===== config.mk =====
export PLATFORM = sky130hd
export DESIGN_NAME = mix_columns_seq_flat
export DESIGN_NICKNAME = d
export VERILOG_FILES = /design/src/rtl/mix_columns_seq_if.sv /design/src/rtl/mix_columns_seq.sv /design/src/flat_wrapper.sv
export SDC_FILE = /design/constraint.sdc
export NUM_CORES = 1
export LEC_CHECK = 0
export CAP_MARGIN = 20
export CORE_AREA = 2 2 185 187
export DETAILED_ROUTE_END_ITERATION = 8
export DIE_AREA = 0 0 187 189
export GPL_TIMING_DRIVEN = 1
export MAX_ROUTING_LAYER = met4
export PLACE_DENSITY = 0.72
export SKIP_CTS_REPAIR_TIMING = 1
export SYNTH_ARGS = -nofsm -noshare
export SYNTH_HDL_FRONTEND = slang
export SYNTH_SLANG_ARGS = --single-unit

===== constraint.sdc =====
create_clock -name clk -period 2.6 [get_ports clk]
set_input_delay 0.52 -clock clk [delete_from_list [all_inputs] [get_ports clk]]
set_output_delay 0.52 -clock clk [all_outputs]
set_load 0.005 [all_outputs]

===== src/rtl/mix_columns_seq_if.sv =====
// Valid/ready bundle for the MixColumns engine.
// master drives the state and out_ready; slave returns the mixed state.
interface mix_columns_seq_if;
  logic [127:0] data_in;
  logic         bypass_in;
  logic         in_valid;
  logic         in_ready;
  logic [127:0] data_out;
  logic         out_valid;
  logic         out_ready;

  modport master (
    output data_in,
    output bypass_in,
    output in_valid,
    output out_ready,
    input  in_ready,
    input  data_out,
    input  out_valid
  );

  modport slave (
    input  data_in,
    input  bypass_in,
    input  in_valid,
    input  out_ready,
    output in_ready,
    output data_out,
    output out_valid
  );
endinterface


===== src/rtl/mix_columns_seq.sv =====
// AES MixColumns engine, COLS_PER_CYCLE columns per clock, valid/ready.
// Ports: clk, rst (sync, active high), bus (slave: state in, mixed out).
module mix_columns_seq #(
  parameter int COLS_PER_CYCLE = 1
) (
  input logic              clk,
  input logic              rst,
  mix_columns_seq_if.slave bus
);

  typedef enum logic [1:0] {IDLE, BUSY, DONE} state_t;

  localparam logic [1:0] STEP = 2'(COLS_PER_CYCLE);
  localparam logic [1:0] SPAN = 2'(COLS_PER_CYCLE - 1);

  generate
    if (COLS_PER_CYCLE != 1 && COLS_PER_CYCLE != 2 &&
        COLS_PER_CYCLE != 4) begin : g_bad_cols
      $error("COLS_PER_CYCLE must be 1, 2 or 4");
    end
  endgenerate

  function automatic logic [7:0] xt(input logic [7:0] b);
    return {b[6:0], 1'b0} ^ (b[7] ? 8'h1b : 8'h00);
  endfunction

  function automatic logic [31:0] mix(input logic [31:0] c);
    logic [7:0] a0, a1, a2, a3;
    logic [7:0] o0, o1, o2, o3;
    a0 = c[31:24];
    a1 = c[23:16];
    a2 = c[15:8];
    a3 = c[7:0];
    o0 = xt(a0) ^ xt(a1) ^ a1 ^ a2 ^ a3;
    o1 = a0 ^ xt(a1) ^ xt(a2) ^ a2 ^ a3;
    o2 = a0 ^ a1 ^ xt(a2) ^ xt(a3) ^ a3;
    o3 = xt(a0) ^ a0 ^ a1 ^ a2 ^ xt(a3);
    return {o0, o1, o2, o3};
  endfunction

  state_t          state_q;
  state_t          state_n;
  // Column c lives at index 3-c so the packed
  // vector matches the data_in byte layout.
  logic [3:0][31:0] cap_q;
  logic [3:0][31:0] res_q;
  logic            byp_q;
  logic [1:0]      cnt_q;
  logic            last;

  assign last = (cnt_q + SPAN) == 2'd3;

  always_ff @(posedge clk) begin
    if (rst) state_q <= IDLE;
    else     state_q <= state_n;
  end

  always_comb begin
    state_n = state_q;
    unique case (state_q)
      IDLE:    if (bus.in_valid)  state_n = BUSY;
      BUSY:    if (last)          state_n = DONE;
      DONE:    if (bus.out_ready) state_n = IDLE;
      default: state_n = IDLE;
    endcase
  end

  assign bus.in_ready  = (state_q == IDLE);
  assign bus.out_valid = (state_q == DONE);
  assign bus.data_out  = res_q;

  always_ff @(posedge clk) begin
    if (rst) begin
      cap_q <= '0;
      res_q <= '0;
      byp_q <= 1'b0;
      cnt_q <= 2'd0;
    end else begin
      unique case (state_q)
        IDLE: begin
          if (bus.in_valid) begin
            cap_q <= bus.data_in;
            byp_q <= bus.bypass_in;
            cnt_q <= 2'd0;
          end
        end
        BUSY: begin
          // ~(cnt+k) == 3-(cnt+k): storage index of column cnt+k
          for (int k = 0; k < COLS_PER_CYCLE; k++) begin
            res_q[~(cnt_q + 2'(k))] <= byp_q
              ? cap_q[~(cnt_q + 2'(k))]
              : mix(cap_q[~(cnt_q + 2'(k))]);
          end
          cnt_q <= cnt_q + STEP;
        end
        default: ;
      endcase
    end
  end

endmodule


===== src/flat_wrapper.sv =====
// flat-port wrapper written by rule: the top's interface ports become plain ports
module mix_columns_seq_flat 
#(
  parameter int COLS_PER_CYCLE = 1
)
  (clk, rst, bus_data_in, bus_bypass_in, bus_in_valid, bus_out_ready, bus_in_ready, bus_data_out, bus_out_valid);
  mix_columns_seq_if bus_i ();
  input logic clk;
  input logic rst;
  input wire logic [$bits(bus_i.data_in)-1:0] bus_data_in;
  input wire logic [$bits(bus_i.bypass_in)-1:0] bus_bypass_in;
  input wire logic [$bits(bus_i.in_valid)-1:0] bus_in_valid;
  input wire logic [$bits(bus_i.out_ready)-1:0] bus_out_ready;
  output wire logic [$bits(bus_i.in_ready)-1:0] bus_in_ready;
  output wire logic [$bits(bus_i.data_out)-1:0] bus_data_out;
  output wire logic [$bits(bus_i.out_valid)-1:0] bus_out_valid;
  assign bus_i.data_in = bus_data_in;
  assign bus_i.bypass_in = bus_bypass_in;
  assign bus_i.in_valid = bus_in_valid;
  assign bus_i.out_ready = bus_out_ready;
  assign bus_in_ready = bus_i.in_ready;
  assign bus_data_out = bus_i.data_out;
  assign bus_out_valid = bus_i.out_valid;
  mix_columns_seq #(.COLS_PER_CYCLE(COLS_PER_CYCLE)) u_core (.clk(clk), .rst(rst), .bus(bus_i));
endmodule

# --- Word-level counts from Yosys, hierarchy flattened ---
# Cells that the tools add are included.
totals:
  reg_bits: 261
classes:
  add_sub_neg: 1
  order_cmp: 2
  eq_ne: 6
  mux: 16
  bitwise: 21
  reduce_logical: 6
ops:
  columns: ["operator", "n"]
  rows:
  - ["XOR 8 bit", 20]
  - ["bitwise mux 128 bit", 1]
  - ["2-to-1 mux 32 bit", 3]
  - ["binary-select mux 32 bit (select 2 bit)", 1]
  - ["demux 32 bit (select 2 bit)", 1]
  - ["2-to-1 mux 5 bit", 4]
  - ["2-to-1 mux 2 bit", 4]
  - ["case mux 2 bit (3 select lines)", 1]
  - ["== test 2 bit (second input constant)", 2]
  - ["!= test 2 bit (second input constant)", 2]
  - ["case mux 2 bit (2 select lines)", 1]
  - ["AND reduction 2 bit", 2]
  - ["less-than comparator 2 x 3 -> 1 bit (second input constant)", 1]
  - ["AND reduction 3 bit", 1]
  - ["adder 2 x 1 -> 2 bit (second input constant)", 1]
  - ["== test 2 x 1 -> 1 bit (second input constant)", 1]
  - [">= comparator 2 x 1 -> 1 bit (second input constant)", 1]
  - ["zero test 2 bit", 1]
  - ["!= test 2 x 1 -> 1 bit (second input constant)", 1]
  - ["inverter 2 bit", 1]
  - ["nonzero test 2 bit", 1]
  - ["logical AND 1 bit", 1]

# --- Depth between registers and ports, before layout ---
depth:
  word_depth: 11
  ltp_mapped: 9

# --- Least setup slack after synthesis ---
# Ideal clock, no wire load.
synth_timing:
  path_kind: "reg-to-reg"
  startpoint: "reg u_core.cnt_q[0]"
  endpoint: "reg u_core.res_q (netlist bit u_core.bus.data_out[106])"
  setup_time_ns: 0.128
  t_arrival_ns: 2.409
  slack_ns: 0.064
  path_stages_with_launch: 8
  path_cell_list: "dfxtp_1 buf_6 buf_6 mux4_2 xor2_1 xor3_1 a222oi_1 nor2_1"
synth_via:
  elab_chain_cells: 9
synth_rtl:
  columns: ["item", "line_no", "text"]
  rows:
  - ["from (decl)", "mix_columns_seq.sv:48", "logic [1:0] cnt_q;"]
  - ["from (signal assigned)", "mix_columns_seq.sv:94", "cnt_q <= cnt_q + STEP;"]
  - ["inverter 2 bit (*)", "mix_columns_seq.sv:90, mix_columns_seq.sv:91, mix_columns_seq.sv:92", null]
  - ["binary-select mux 32 bit (select 2 bit)", "mix_columns_seq.sv:91, mix_columns_seq.sv:92", null]
  - ["2-to-1 mux 32 bit (implied by the code)", "mix_columns_seq.sv:91, mix_columns_seq.sv:92", null]
  - ["XOR 8 bit, on equally long branches", "mix_columns_seq.sv:36, mix_columns_seq.sv:24", null]
  - ["XOR 8 bit (3 in a row)", "mix_columns_seq.sv:36", "o2 = a0 ^ a1 ^ xt(a2) ^ xt(a3) ^ a3;"]
  - ["2-to-1 mux 32 bit", "mix_columns_seq.sv:91", "? cap_q[~(cnt_q + 2'(k))]"]
  - ["bitwise mux 128 bit (*)", "mix_columns_seq.sv:90", "res_q[~(cnt_q + 2'(k))] <= byp_q"]
  - ["to (signal, indexed assignment)", "mix_columns_seq.sv:90", null]
  - ["to (decl)", "mix_columns_seq.sv:46", "logic [3:0][31:0] res_q;"]
# Mark *: on every way between the ends. The rest lies on a longest branch, timed or not. The select of a mux whose other input is x is not followed.
# A chain may end at the register's enable or synchronous reset.

# --- Worst setup path after layout ---
layout_timing:
  startpoint: "reg u_core.cnt_q[0]"
  endpoint: "reg u_core.res_q (netlist bit u_core.bus.data_out[125])"
layout_via:
  elab_chain_cells: 10
layout_rtl:
  columns: ["item", "line_no", "text"]
  rows:
  - ["inverter 2 bit (*)", "mix_columns_seq.sv:90, mix_columns_seq.sv:91, mix_columns_seq.sv:92", null]
  - ["binary-select mux 32 bit (select 2 bit)", "mix_columns_seq.sv:91, mix_columns_seq.sv:92", null]
  - ["2-to-1 mux 32 bit (implied by the code)", "mix_columns_seq.sv:91, mix_columns_seq.sv:92", null]
  - ["XOR 8 bit", "mix_columns_seq.sv:24", "return {b[6:0], 1'b0} ^ (b[7] ? 8'h1b : 8'h00);"]
  - ["XOR 8 bit (4 in a row)", "mix_columns_seq.sv:34", "o0 = xt(a0) ^ xt(a1) ^ a1 ^ a2 ^ a3;"]
  - ["2-to-1 mux 32 bit", "mix_columns_seq.sv:91", null]
  - ["bitwise mux 128 bit (*)", "mix_columns_seq.sv:90", null]
# Marks and branches as above.

==> reports/summary.txt <==
DRC Markers = 1
drt wl/cell = 20.5 um
clock buffer depth = 3
H-tree depth = 1
ANT nets after route = 0
Post-Synth Simple-Gate Area = 17.1%
VDD IR max = 0.000574 V
total congestion overflow = 0
full die area = 35300 sq um
Yosys cell types = 33
outcome = finished, violations left
total iterations of the first detailed-routing run = 9
failing checks = design-rule violations
worst slack at placement = -0.0586 ns
xor and xnor area share after synthesis = 10.4%
drt total wl = 40700 um
PortBufs = 262
via count = 10700
Setup TNS = 0 ns
post-layout util = 48.9%
Synth Net Count = 1388
compound-cell area share of the yosys netlist = 16.1%
Worst Setup Start Kind = flop
crit path DAT = 2.97 ns
Critical Path Sink Type = flop
period utilization = 98.5%
sequence of cells on the critical path = clkbuf_16, mux4_2, xnor2_2, xnor3_1, a222oi_1, nor2_1
slowest cell on the critical path = mux4_2
min Tclk post-route = 2.56 ns
Nets = 1652
Worst-Margin Slew = 1.05 ns
Max Clock Freq = 0.390 GHz
max cap viols = 0
RSZ-0062 raised after global routing = yes
Layout Skew = 0.0116 ns
multiplexer area fraction after synthesis = 6.33%
sequential fraction of the synthesis area = 45.2%
Clock Latency Late Sink = 0.55 ns
Post-Synthesis Cells = 1251
Leak Pwr = 6.00 nW
clock-pin slew on the worst setup and hold paths = 0.06 ns
Clock Sinks = 261
share of cells above drive strength 1 = 15.4%
Total Power = 10.8 mW
most frequent cells in the layout = nand2_1, clkdlybuf4s50_1, dfxtp_1
number of DRC markers in iteration 0 = 1518
worst min path class = primary input to flop
CTS buffer count = 28
Cell Count, Final, Fillers Out = 1985
chip height = 189 um
initial antenna violation count = 0
first-pass GRT wire length = 59800 um
Critical Path RT = 3.01 ns
Area Overhead vs Synth = 40.9%
Root Driver = clkbuf_16
main combinational cell family by area after synthesis = simple AND/OR/NAND/NOR gates
Synthesis Warnings = 0
vias in the first global route = 10200
vias per cell = 5.41
pwr dens = 662 nW/um^2
site row count = 67
pins over their slew limit = 0
Setup violations, final = 0
RePlAce Congestion = 0.878
average size of a mapped cell = 9.23 sq um
post-detail-place hpwl = 28700 um
synthesized-area fraction occupied by adder cells = 0.433%
min setup slack post-route = 0.0383 ns
Synth Cell Area = 11500 sq um
num ports = 263
commonest non-fill, non-tap cell in the layout = nand2_1
CTS tree = built
Max stage delay on crit path = 0.65 ns
critical path peak fanout = 5
synthesis-stage register bit count = 261
# fillers = 3048
R2R Setup Slk = 0.04 ns
Placed Cells = 1919
Slew headroom = 29.7%
Total Routing Usage GR = 22.1%
Ant. Diodes = 0
Core Box Area = 33300 sq um
Worst Setup Path Type = flop to flop
Initial Util = 34.7%
Die W = 187 um
pin count of the biggest net entering global routing = 79
Hold Violations, Final = 0
metrics by stage:
step	area (sq um)	hold slack [ns]
after floorplan	11500	0.433
after global placement	14900	0.439
after detailed placement	14900	0.443
after CTS	15900	0.410
after global routing	16300	0.451
final	16300	0.439
layout make-up:
cell class,count,area (sq um),share of cell area [%]
sequential,261,5230,32.1
clock buffer,39,783,4.81
inverter,3,11.3,0.0692
timing repair buffer,348,3450,21.2
clock inverter,13,150,0.923
multi-input combinational,873,6090,37.4
tap,448,561,3.44
cells by family (layout without fill, tap and decap cells):
kind of cell | count (synthesis) | in the layout
simple gates | 500 | 500
flops | 261 | 261
compound gates | 250 | 250
buf+inv | 117 | 403
xor+xnor | 86 | 86
mux | 33 | 33
fa+ha+maj | 4 | 4
final timing paths:
kind | cells after the start | from | to
max | 6 | u_core.cnt_q[0]$_SDFFE_PP0P_ | u_core.bus.data_out[125]$_SDFFE_PP0P_
min | 2 | rst | u_core.bus.data_out[10]$_SDFFE_PP0P_
max reg2reg | 6 | u_core.cnt_q[0]$_SDFFE_PP0P_ | u_core.bus.data_out[125]$_SDFFE_PP0P_
min reg2reg | 2 | u_core.cap_q[47]$_SDFFE_PP0P_ | u_core.cap_q[47]$_SDFFE_PP0P_
sequential cells by signal, indices dropped and copies added, names as in the netlist:
| name | cells |
|---|---|
| u_core.state_q | 2 |
| u_core.bus.data_out | 128 |
| u_core.cap_q | 128 |
| u_core.cnt_q | 2 |
| u_core.byp_q | 1 |
routing by layer:
layer | wire length, um | global-route usage (%) | vias to the layer above | part of all wire [%]
met1 | 16700 | 29.2 | 5104 | 41
met5 | 0 | - | - | 0
met2 | 19000 | 35.0 | 623 | 47
li1 | - | - | 4939 | -
met4 | 1150 | 5.74 | 0 | 2.8
met3 | 3840 | 4.24 | 77 | 9.4
where the power goes:
part	total [mW]	switching (mW)	internal, mW
Sequential	4.33	0.129	4.20
Combinational	2.40	1.21	1.19
Clock	4.05	1.65	2.40
Total	10.8	2.99	7.79
worst max-delay path, delay by kind of cell, from the launching register on:
kind                      cells  cell delay, ns
xor gates and xnor gates      2            0.75
muxes                         1            0.65
AOI/OAI and AO/OA             1            0.38
buffers and inverters         1            0.17
DFF                           1            0.40
and+or+nand+nor               1            0.06
cells in the mapped netlist, drive strengths merged:
cell type / n / share of area [%]
clkbuf: 94 / 3.1
nor2b: 2 / 0.11
nor2: 193 / 6.3
inv: 3 / 0.098
ha: 4 / 0.43
a222oi: 79 / 6.8
a2111oi: 16 / 1.4
mux4: 32 / 6.2
nand2b: 17 / 0.92
a22oi: 2 / 0.13
nand2: 266 / 8.6
dfxtp: 261 / 45
nor4: 12 / 0.65
xnor2: 42 / 3.8
xnor3: 21 / 4.1
and2: 5 / 0.27
xor2: 18 / 1.5
buf: 20 / 1.2
o221a: 20 / 2.0
xor3: 5 / 1.0
nor3: 1 / 0.043
o21bai: 1 / 0.065
mux2i: 1 / 0.087
and3: 4 / 0.22
a21oi: 132 / 5.7
(Power assumes the default switching activity.)
